$ cat src/rtl/sr_cmd_pkg.sv
// Shared types and sizing for the SR command conditioner.
package sr_cmd_pkg;

   // Largest legal debounce length; sizes every channel's counter.
   localparam int unsigned DB_CYCLES_MAX  = 255;
   localparam int unsigned DB_CNT_W       = $clog2(DB_CYCLES_MAX + 1);
   localparam int unsigned CONFLICT_CNT_W = 8;

   typedef enum logic [1:0] {
      ST_IDLE      = 2'd0,
      ST_SET_PULSE = 2'd1,
      ST_RST_PULSE = 2'd2,
      ST_WAIT_REL  = 2'd3
   } sr_state_e;

endpackage

$ cat src/rtl/sr_debounce.sv
// One input channel: 2-flop synchronizer, debounce counter, rising-edge request.
module sr_debounce
   import sr_cmd_pkg::*;
#(
   parameter int unsigned DEBOUNCE_CYCLES = 4
) (
   input  logic clk,
   input  logic rst,
   input  logic raw,
   output logic level,
   output logic req_c
);

   logic                sync1;
   logic                sync2;
   logic                prev_level;
   logic [DB_CNT_W-1:0] cnt;

   // Bring the asynchronous raw input into the clock domain.
   always_ff @(posedge clk or negedge rst) begin
      if (!rst) begin
         sync1 <= 1'b0;
         sync2 <= 1'b0;
      end else begin
         sync1 <= raw;
         sync2 <= sync1;
      end
   end

   // Accept a level change only after it has been stable for DEBOUNCE_CYCLES cycles.
   always_ff @(posedge clk or negedge rst) begin
      if (!rst) begin
         level <= 1'b0;
         cnt   <= '0;
      end else if (sync2 != level) begin
         if (cnt == DB_CNT_W'(DEBOUNCE_CYCLES - 1)) begin
            level <= sync2;
            cnt   <= '0;
         end else begin
            cnt <= cnt + DB_CNT_W'(1);
         end
      end else begin
         cnt <= '0;
      end
   end

   // Previous debounced level for edge detection.
   always_ff @(posedge clk or negedge rst) begin
      if (!rst) begin
         prev_level <= 1'b0;
      end else begin
         prev_level <= level;
      end
   end

   assign req_c = level & ~prev_level;

endmodule

$ cat src/rtl/sr_cmd_conditioner.sv
// Conditions raw set/reset buttons into clean one-cycle s/r pulses for a gated SR flip-flop.
// Optional feature: define SR_CONFLICT_FLAG_EN to add the conflict / conflict_cnt outputs.
module sr_cmd_conditioner
   import sr_cmd_pkg::*;
#(
   parameter int unsigned DEBOUNCE_CYCLES = 4
) (
   input  logic clk,
   input  logic rst,
   input  logic set_in,
   input  logic reset_in,
   output logic s,
   output logic r,
   output logic busy
`ifdef SR_CONFLICT_FLAG_EN
   ,
   output logic                      conflict,
   output logic [CONFLICT_CNT_W-1:0] conflict_cnt
`endif
);

   logic      set_level;
   logic      clr_level;
   logic      set_req_c;
   logic      clr_req_c;
   sr_state_e state;

   sr_debounce #(
      .DEBOUNCE_CYCLES (DEBOUNCE_CYCLES)
   ) u_db_set (
      .clk   (clk),
      .rst   (rst),
      .raw   (set_in),
      .level (set_level),
      .req_c (set_req_c)
   );

   sr_debounce #(
      .DEBOUNCE_CYCLES (DEBOUNCE_CYCLES)
   ) u_db_clr (
      .clk   (clk),
      .rst   (rst),
      .raw   (reset_in),
      .level (clr_level),
      .req_c (clr_req_c)
   );

   // Command FSM: one pulse per accepted request, then hold off until both buttons release.
   always_ff @(posedge clk or negedge rst) begin
      if (!rst) begin
         state <= ST_IDLE;
         s     <= 1'b0;
         r     <= 1'b0;
         busy  <= 1'b0;
      end else begin
         s <= 1'b0;
         r <= 1'b0;
         case (state)
            ST_IDLE: begin
               busy <= 1'b0;
               if (set_req_c && !clr_req_c) begin
                  state <= ST_SET_PULSE;
                  s     <= 1'b1;
                  busy  <= 1'b1;
               end else if (clr_req_c && !set_req_c) begin
                  state <= ST_RST_PULSE;
                  r     <= 1'b1;
                  busy  <= 1'b1;
               end
            end
            ST_SET_PULSE, ST_RST_PULSE: begin
               state <= ST_WAIT_REL;
               busy  <= 1'b1;
            end
            ST_WAIT_REL: begin
               if (!set_level && !clr_level) begin
                  state <= ST_IDLE;
                  busy  <= 1'b0;
               end else begin
                  busy <= 1'b1;
               end
            end
            default: begin
               state <= ST_IDLE;
               busy  <= 1'b0;
            end
         endcase
      end
   end

`ifdef SR_CONFLICT_FLAG_EN
   // Flag and count simultaneous set/reset requests seen while idle.
   always_ff @(posedge clk or negedge rst) begin
      if (!rst) begin
         conflict     <= 1'b0;
         conflict_cnt <= '0;
      end else begin
         conflict <= (state == ST_IDLE) && set_req_c && clr_req_c;
         if ((state == ST_IDLE) && set_req_c && clr_req_c && (conflict_cnt != '1)) begin
            conflict_cnt <= conflict_cnt + CONFLICT_CNT_W'(1);
         end
      end
   end
`endif

endmodule
$ cat config.mk
export PLATFORM = sky130hd
export DESIGN_NAME = sr_cmd_conditioner
export DESIGN_NICKNAME = d
export VERILOG_FILES = /design/src/rtl/sr_cmd_pkg.sv /design/src/rtl/sr_debounce.sv /design/src/rtl/sr_cmd_conditioner.sv
export SDC_FILE = /design/constraint.sdc
export NUM_CORES = 1
export LEC_CHECK = 0
export BUFFER_PORTS_ARGS = -buffer_cell sky130_fd_sc_hd__buf_2
export CAP_MARGIN = 0
export CORE_UTILIZATION = 55
export CTS_CLUSTER_DIAMETER = 60
export DETAILED_ROUTE_END_ITERATION = 10
export GPL_ROUTABILITY_DRIVEN = 0
export PLACE_DENSITY = 0.78
export SETUP_SLACK_MARGIN = 0.3
export SYNTH_ARGS = -nofsm -noshare
export SYNTH_HDL_FRONTEND = slang
export SYNTH_HIERARCHICAL = 1
export SYNTH_SLANG_ARGS = --single-unit
$ cat constraint.sdc
create_clock -name clk -period 3.59 [get_ports clk]
set_clock_uncertainty 0.15 [all_clocks]
set_input_delay 0.5385 -clock clk [delete_from_list [all_inputs] [get_ports clk]]
set_output_delay 0.5385 -clock clk [all_outputs]
set_load 0.01 [all_outputs]
# ---- Word level (Yosys, flattened, before mapping)
# Cells that the tools add are included.
dict set report word_totals {
  reg_bits 29
  input_bits 4
  output_inout_bits 3
  word_cells 57
}
dict set report classes {
  addsub 2
  eq_ne 9
  muxes 16
  n_bitwise 4
  n_reduce_logical 12
}
# operator count
set ops {}
lappend ops {{8-bit 2-to-1 mux} 4}
lappend ops {{8-bit by 1-bit adder with 8-bit output (second input constant)} 2}
lappend ops {{8-bit by 2-bit == test with 1-bit output (second input constant)} 2}
lappend ops {{1-bit 2-to-1 mux} 7}
lappend ops {{2-bit 2-to-1 mux} 3}
lappend ops {{2-bit case mux with 3 select lines} 1}
lappend ops {{2-bit AND reduction} 3}
lappend ops {{2-bit == test (second input constant)} 2}
lappend ops {{1-bit zero test} 4}
lappend ops {{1-bit logical AND} 3}
lappend ops {{3-bit inequality test (second input constant)} 1}
lappend ops {{1-bit case mux with 3 select lines} 1}
lappend ops {{1-bit bitwise AND} 2}
lappend ops {{2-bit by 1-bit == test with 1-bit output (second input constant)} 1}
lappend ops {{2-bit zero test} 1}
lappend ops {{1-bit inequality test} 2}
lappend ops {{2-bit inequality test (second input constant)} 1}
lappend ops {{1-bit NOT} 2}
lappend ops {{2-bit OR reduction} 1}

# ---- Longest topological paths before layout
dict set report logic_depth {
  depth_word 7
  depth_mapped 6
  depth_no_buf 6
}

# ---- By module
# The synthesis kept the hierarchy.
# module n_inst cells_per_inst area_each_um2 seq_area_each_um2
set modules_own_cells {}
lappend modules_own_cells {sr_debounce 2 46 524.3 300.3}
lappend modules_own_cells {sr_cmd_conditioner 1 25 270.3 125.1}

# ---- Least setup slack after synthesis
# Ideal clock, no wire load.
dict set report synth_path {
  path_type {register -> register}
  from {register u_db_set.level}
  to {register state[1]}
  setup_ps 125
  t_arrival_ps 1320
  t_required_ps 3315
  slack_ps 1995
  path_stages_with_launch 7
  n_path_buf 0
  synth_period_minus_slack_ps 1595
  cell_sequence {dfrtp_1 nor2b_1 inv_1 ha_1 nand2_1 nand2_1 mux2_4}
}
dict set report synth_between {
  elab_chain_len 5
  elab_cells_between_ends 11
  cone_classes {2 x eq/ne; 2 x mux; 1 x bitwise; 6 x reduce/logical}
}
# item line
set synth_rtl {}
lappend synth_rtl {{from (decl)} sr_debounce.sv:10} ;# output logic level,
lappend synth_rtl {{from (signal assigned)} sr_debounce.sv:37} ;# level <= sync2;
lappend synth_rtl {{1-bit bitwise AND *} sr_debounce.sv:56} ;# assign req_c = level & ~prev_level;
lappend synth_rtl {{named net set_req_c} sr_cmd_conditioner.sv:24} ;# logic set_req_c;
lappend synth_rtl {{1-bit zero test} sr_cmd_conditioner.sv:65} ;# end else if (clr_req_c && !set_req_c) begin
lappend synth_rtl {{1-bit logical AND} sr_cmd_conditioner.sv:65}
lappend synth_rtl {{3-bit inequality test (no line)} -}
lappend synth_rtl {{2-bit AND reduction (no line)} -}
lappend synth_rtl {{to (signal assigned)} sr_cmd_conditioner.sv:62} ;# state <= ST_SET_PULSE;
lappend synth_rtl {{to (signal assigned)} sr_cmd_conditioner.sv:66} ;# state <= ST_RST_PULSE;
lappend synth_rtl {{to (signal assigned)} sr_cmd_conditioner.sv:72} ;# state <= ST_WAIT_REL;
lappend synth_rtl {{to (decl)} sr_cmd_conditioner.sv:26} ;# sr_state_e state;
# Mark *: on every way through the listed nets, which the timed path passes. The rest lies on a longest branch.
# A chain may end at the register's enable or synchronous reset.

# ---- Worst setup path in the final report
# Ends and elaborated chain as after synthesis.

==> results.txt <==
Status - completed
Core ar. - 2230 um2
Sequential share of the synthesized area - 55.0%
Synth area leaders - dfrtp_1 55%, ha_1 7.6%, nor2_1 3.1%
Synth Instances - 117
Hold Vio Cnt, Final - 0
Arr. time, crit path - 1.75 ns
Critical Path RT - 3.65 ns
Met3 WL post-DR - 89 um
CTS buffer count - 5
Port Buffers - 6
Slew of the pin with the lowest slew margin - 0.609 ns
Syn Area/Cell - 11.3 um2
Area Growth Syn to Fin - 9.11%
Post-cts resize count - 0
Period utilisation layout - 47.1%
Chip height - 51.0 um
Routed len/inst - 12.6 um
Residual DRC - 0
Share of cells above drive strength 1 - 18.5%
Largest net degree at the start of global routing - 30
Yosys top cell by area - dfrtp_1
Cell Rows - 17
Max_slew headroom - 59.4%
RSZ-0062 raised after global routing - no
Area of the multi-input gates - 559 um2
Post-route ant nets - 0
Endpoints failing setup - 0
Pre-antenna DRT Iters - 4
Leak - 0.678 nW
Filler instances - 184
Final #Nets - 142
Vias/cell - 5.35
Die area - 2600 um2
HPWL Detailed - 1.45 mm
Post-synth cell types - 25
Clk slew on worst S/H paths - 0.09 ns
Register area - 726 um2
Initial Utilization - 59.0%
Die width - 51.0 um
Post-Layout Cell Count - 158
Hold buffers post-CTS - 0
Peak supply drop - 428 uV
Ports - 7
Vias in the first global route - 924
Critical path class - reg2reg
Post-route setup TNS - 0 ns
Worst r2r path cells - 6
Antenna cells - 0
Final WL - 1.99 mm
DP Cell Count - 151
Commonest non-fill, non-tap cells in the layout - 29 x dfrtp_1, 11 x nor2_1, 9 x inv_1
Syn. warnings - 6
CP Max Fanout - 5
Max-cap viol count - 0
Setup bufs post-CTS - 0
GRT Overall Usage - 20.2%
Setup crit start kind - register
Max clock buf depth - 2
Pwr dens - 670 nW/um2
Antenna violations before repair - 0
Sink Count - 29
Area fraction of the dominant cell type after synthesis - 55.0%
Pins Over Slew Limit - 0
Initial DRC count - 17
Top Metal Used - met4
Global-route wire length before repair - 3.72 mm
Yosys reg bits - 29
Commonest non-fill, non-tap cell in the layout - dfrtp_1
H-tree depth - 2
WL met1 - 923 um
Min Tclk post-route - 1.69 ns
DR WL met2 - 942 um
Clock Tree Root - clkbuf_4
Clk_lat worst skew - 0.32 ns
Via count - 845
Worst setup EP type - register
Synthesized area - 1320 um2
Post-Synthesis Net Count - 129
Worst hold path type - in2async
Grt total ovfl - 0
FMAX - 591 MHz
CTS tree - done
## metrics by stage
| step | utilization [%] | total power [mW] | instance area [um2] | setup WS, ns | hold WS (ns) |
|---|---|---|---|---|---|
| 4_1_cts | 64.4 | 0.979 | 1440 | 1.88 | 0.0875 |
| 6_report | 64.4 | 0.964 | 1440 | 1.90 | 0.0694 |
| 3_5_place_dp | 62.0 | 0.781 | 1380 | 1.89 | 0.185 |
| 2_1_floorplan | - | 0.702 | 1320 | 1.99 | 0.0929 |
| 3_3_place_gp | 62.0 | 0.762 | 1380 | 1.95 | 0.182 |
| 5_1_grt | 64.4 | 1.04 | 1440 | 1.76 | 0.112 |
## routing by layer
layer  vias up  track usage, %
met3         3            8.04
met2        16            31.6
li1        420               -
met5         -               0
met1       406            23.8
met4         0            10.6
## cell families after synthesis
group / Yosys count / synth area share [%]
and+or+nand+nor: 42 / 18.3
DFF: 29 / 55.0
muxes: 4 / 3.60
xor gates and xnor gates: 8 / 5.31
buffers and inverters: 9 / 2.56
AOI/OAI and AO/OA: 17 / 7.59
adders and majority gates: 8 / 7.59
## worst max-delay path: stages, from the launching register on
cell	delay [ns]
dfrtp_1	0.42
nor2b_1	0.20
inv_1	0.06
ha_1	0.29
nand2_1	0.08
nand2_1	0.09
mux2_4	0.31
## power by group
group	switching, mW	internal (mW)	total, mW
Clock	0.103	0.0923	0.195
Combinational	0.156	0.143	0.299
Sequential	0.0709	0.400	0.471
## synthesized netlist by cell type
master / number
dfrtp_1: 29
nor2_1: 11
inv_1: 9
ha_1: 8
nand3_1: 8
nand2_1: 6
o21ai_0: 6
or3_1: 6
a21oi_1: 5
xnor2_1: 4
xor2_1: 4
a21o_1: 2
a21oi_2: 2
mux2_2: 2
nand4_2: 2
nor2b_1: 2
nor3_1: 2
nor4b_2: 2
a21boi_0: 1
and2_2: 1
and2_4: 1
mux2_4: 1
mux2i_1: 1
nor2_2: 1
o21ai_1: 1
## final timing paths
| path | from | end | slack [ns] |
|---|---|---|---|
| max | u_db_set/level$_DFFE_PN0P_ | state[1]$_DFFE_PN0P_ | 1.90 |
| min | rst | state[0]$_DFFE_PN0P_ | 0.07 |
| max reg2reg | u_db_set/level$_DFFE_PN0P_ | state[1]$_DFFE_PN0P_ | 1.90 |
| min reg2reg | u_db_clr/sync1$_DFF_PN0_ | u_db_clr/sync2$_DFF_PN0_ | 0.20 |
| max in group asynchronous | rst | u_db_set/cnt[3]$_DFF_PN0_ | 2.81 |
| min in group clk | reset_in | u_db_clr/sync1$_DFF_PN0_ | 0.17 |
## registers in the layout, indices dropped and copies added (netlist names)
name                 flops
u_db_set/sync1           1
state                    2
u_db_clr/prev_level      1
u_db_clr/cnt             8
u_db_set/sync2           1
u_db_clr/sync2           1
s                        1
u_db_set/level           1
u_db_set/prev_level      1
r                        1
u_db_set/cnt             8
u_db_clr/sync1           1
u_db_clr/level           1
busy                     1
## area by class of cell
type	count	share of cell area, %
inverter	9	2.35
sequential	29	50.4
tap	28	2.43
multi-input combinational	79	38.9
timing repair buffer	6	2.09
clock buffer	7	3.83
(Power assumes the default switching activity.)
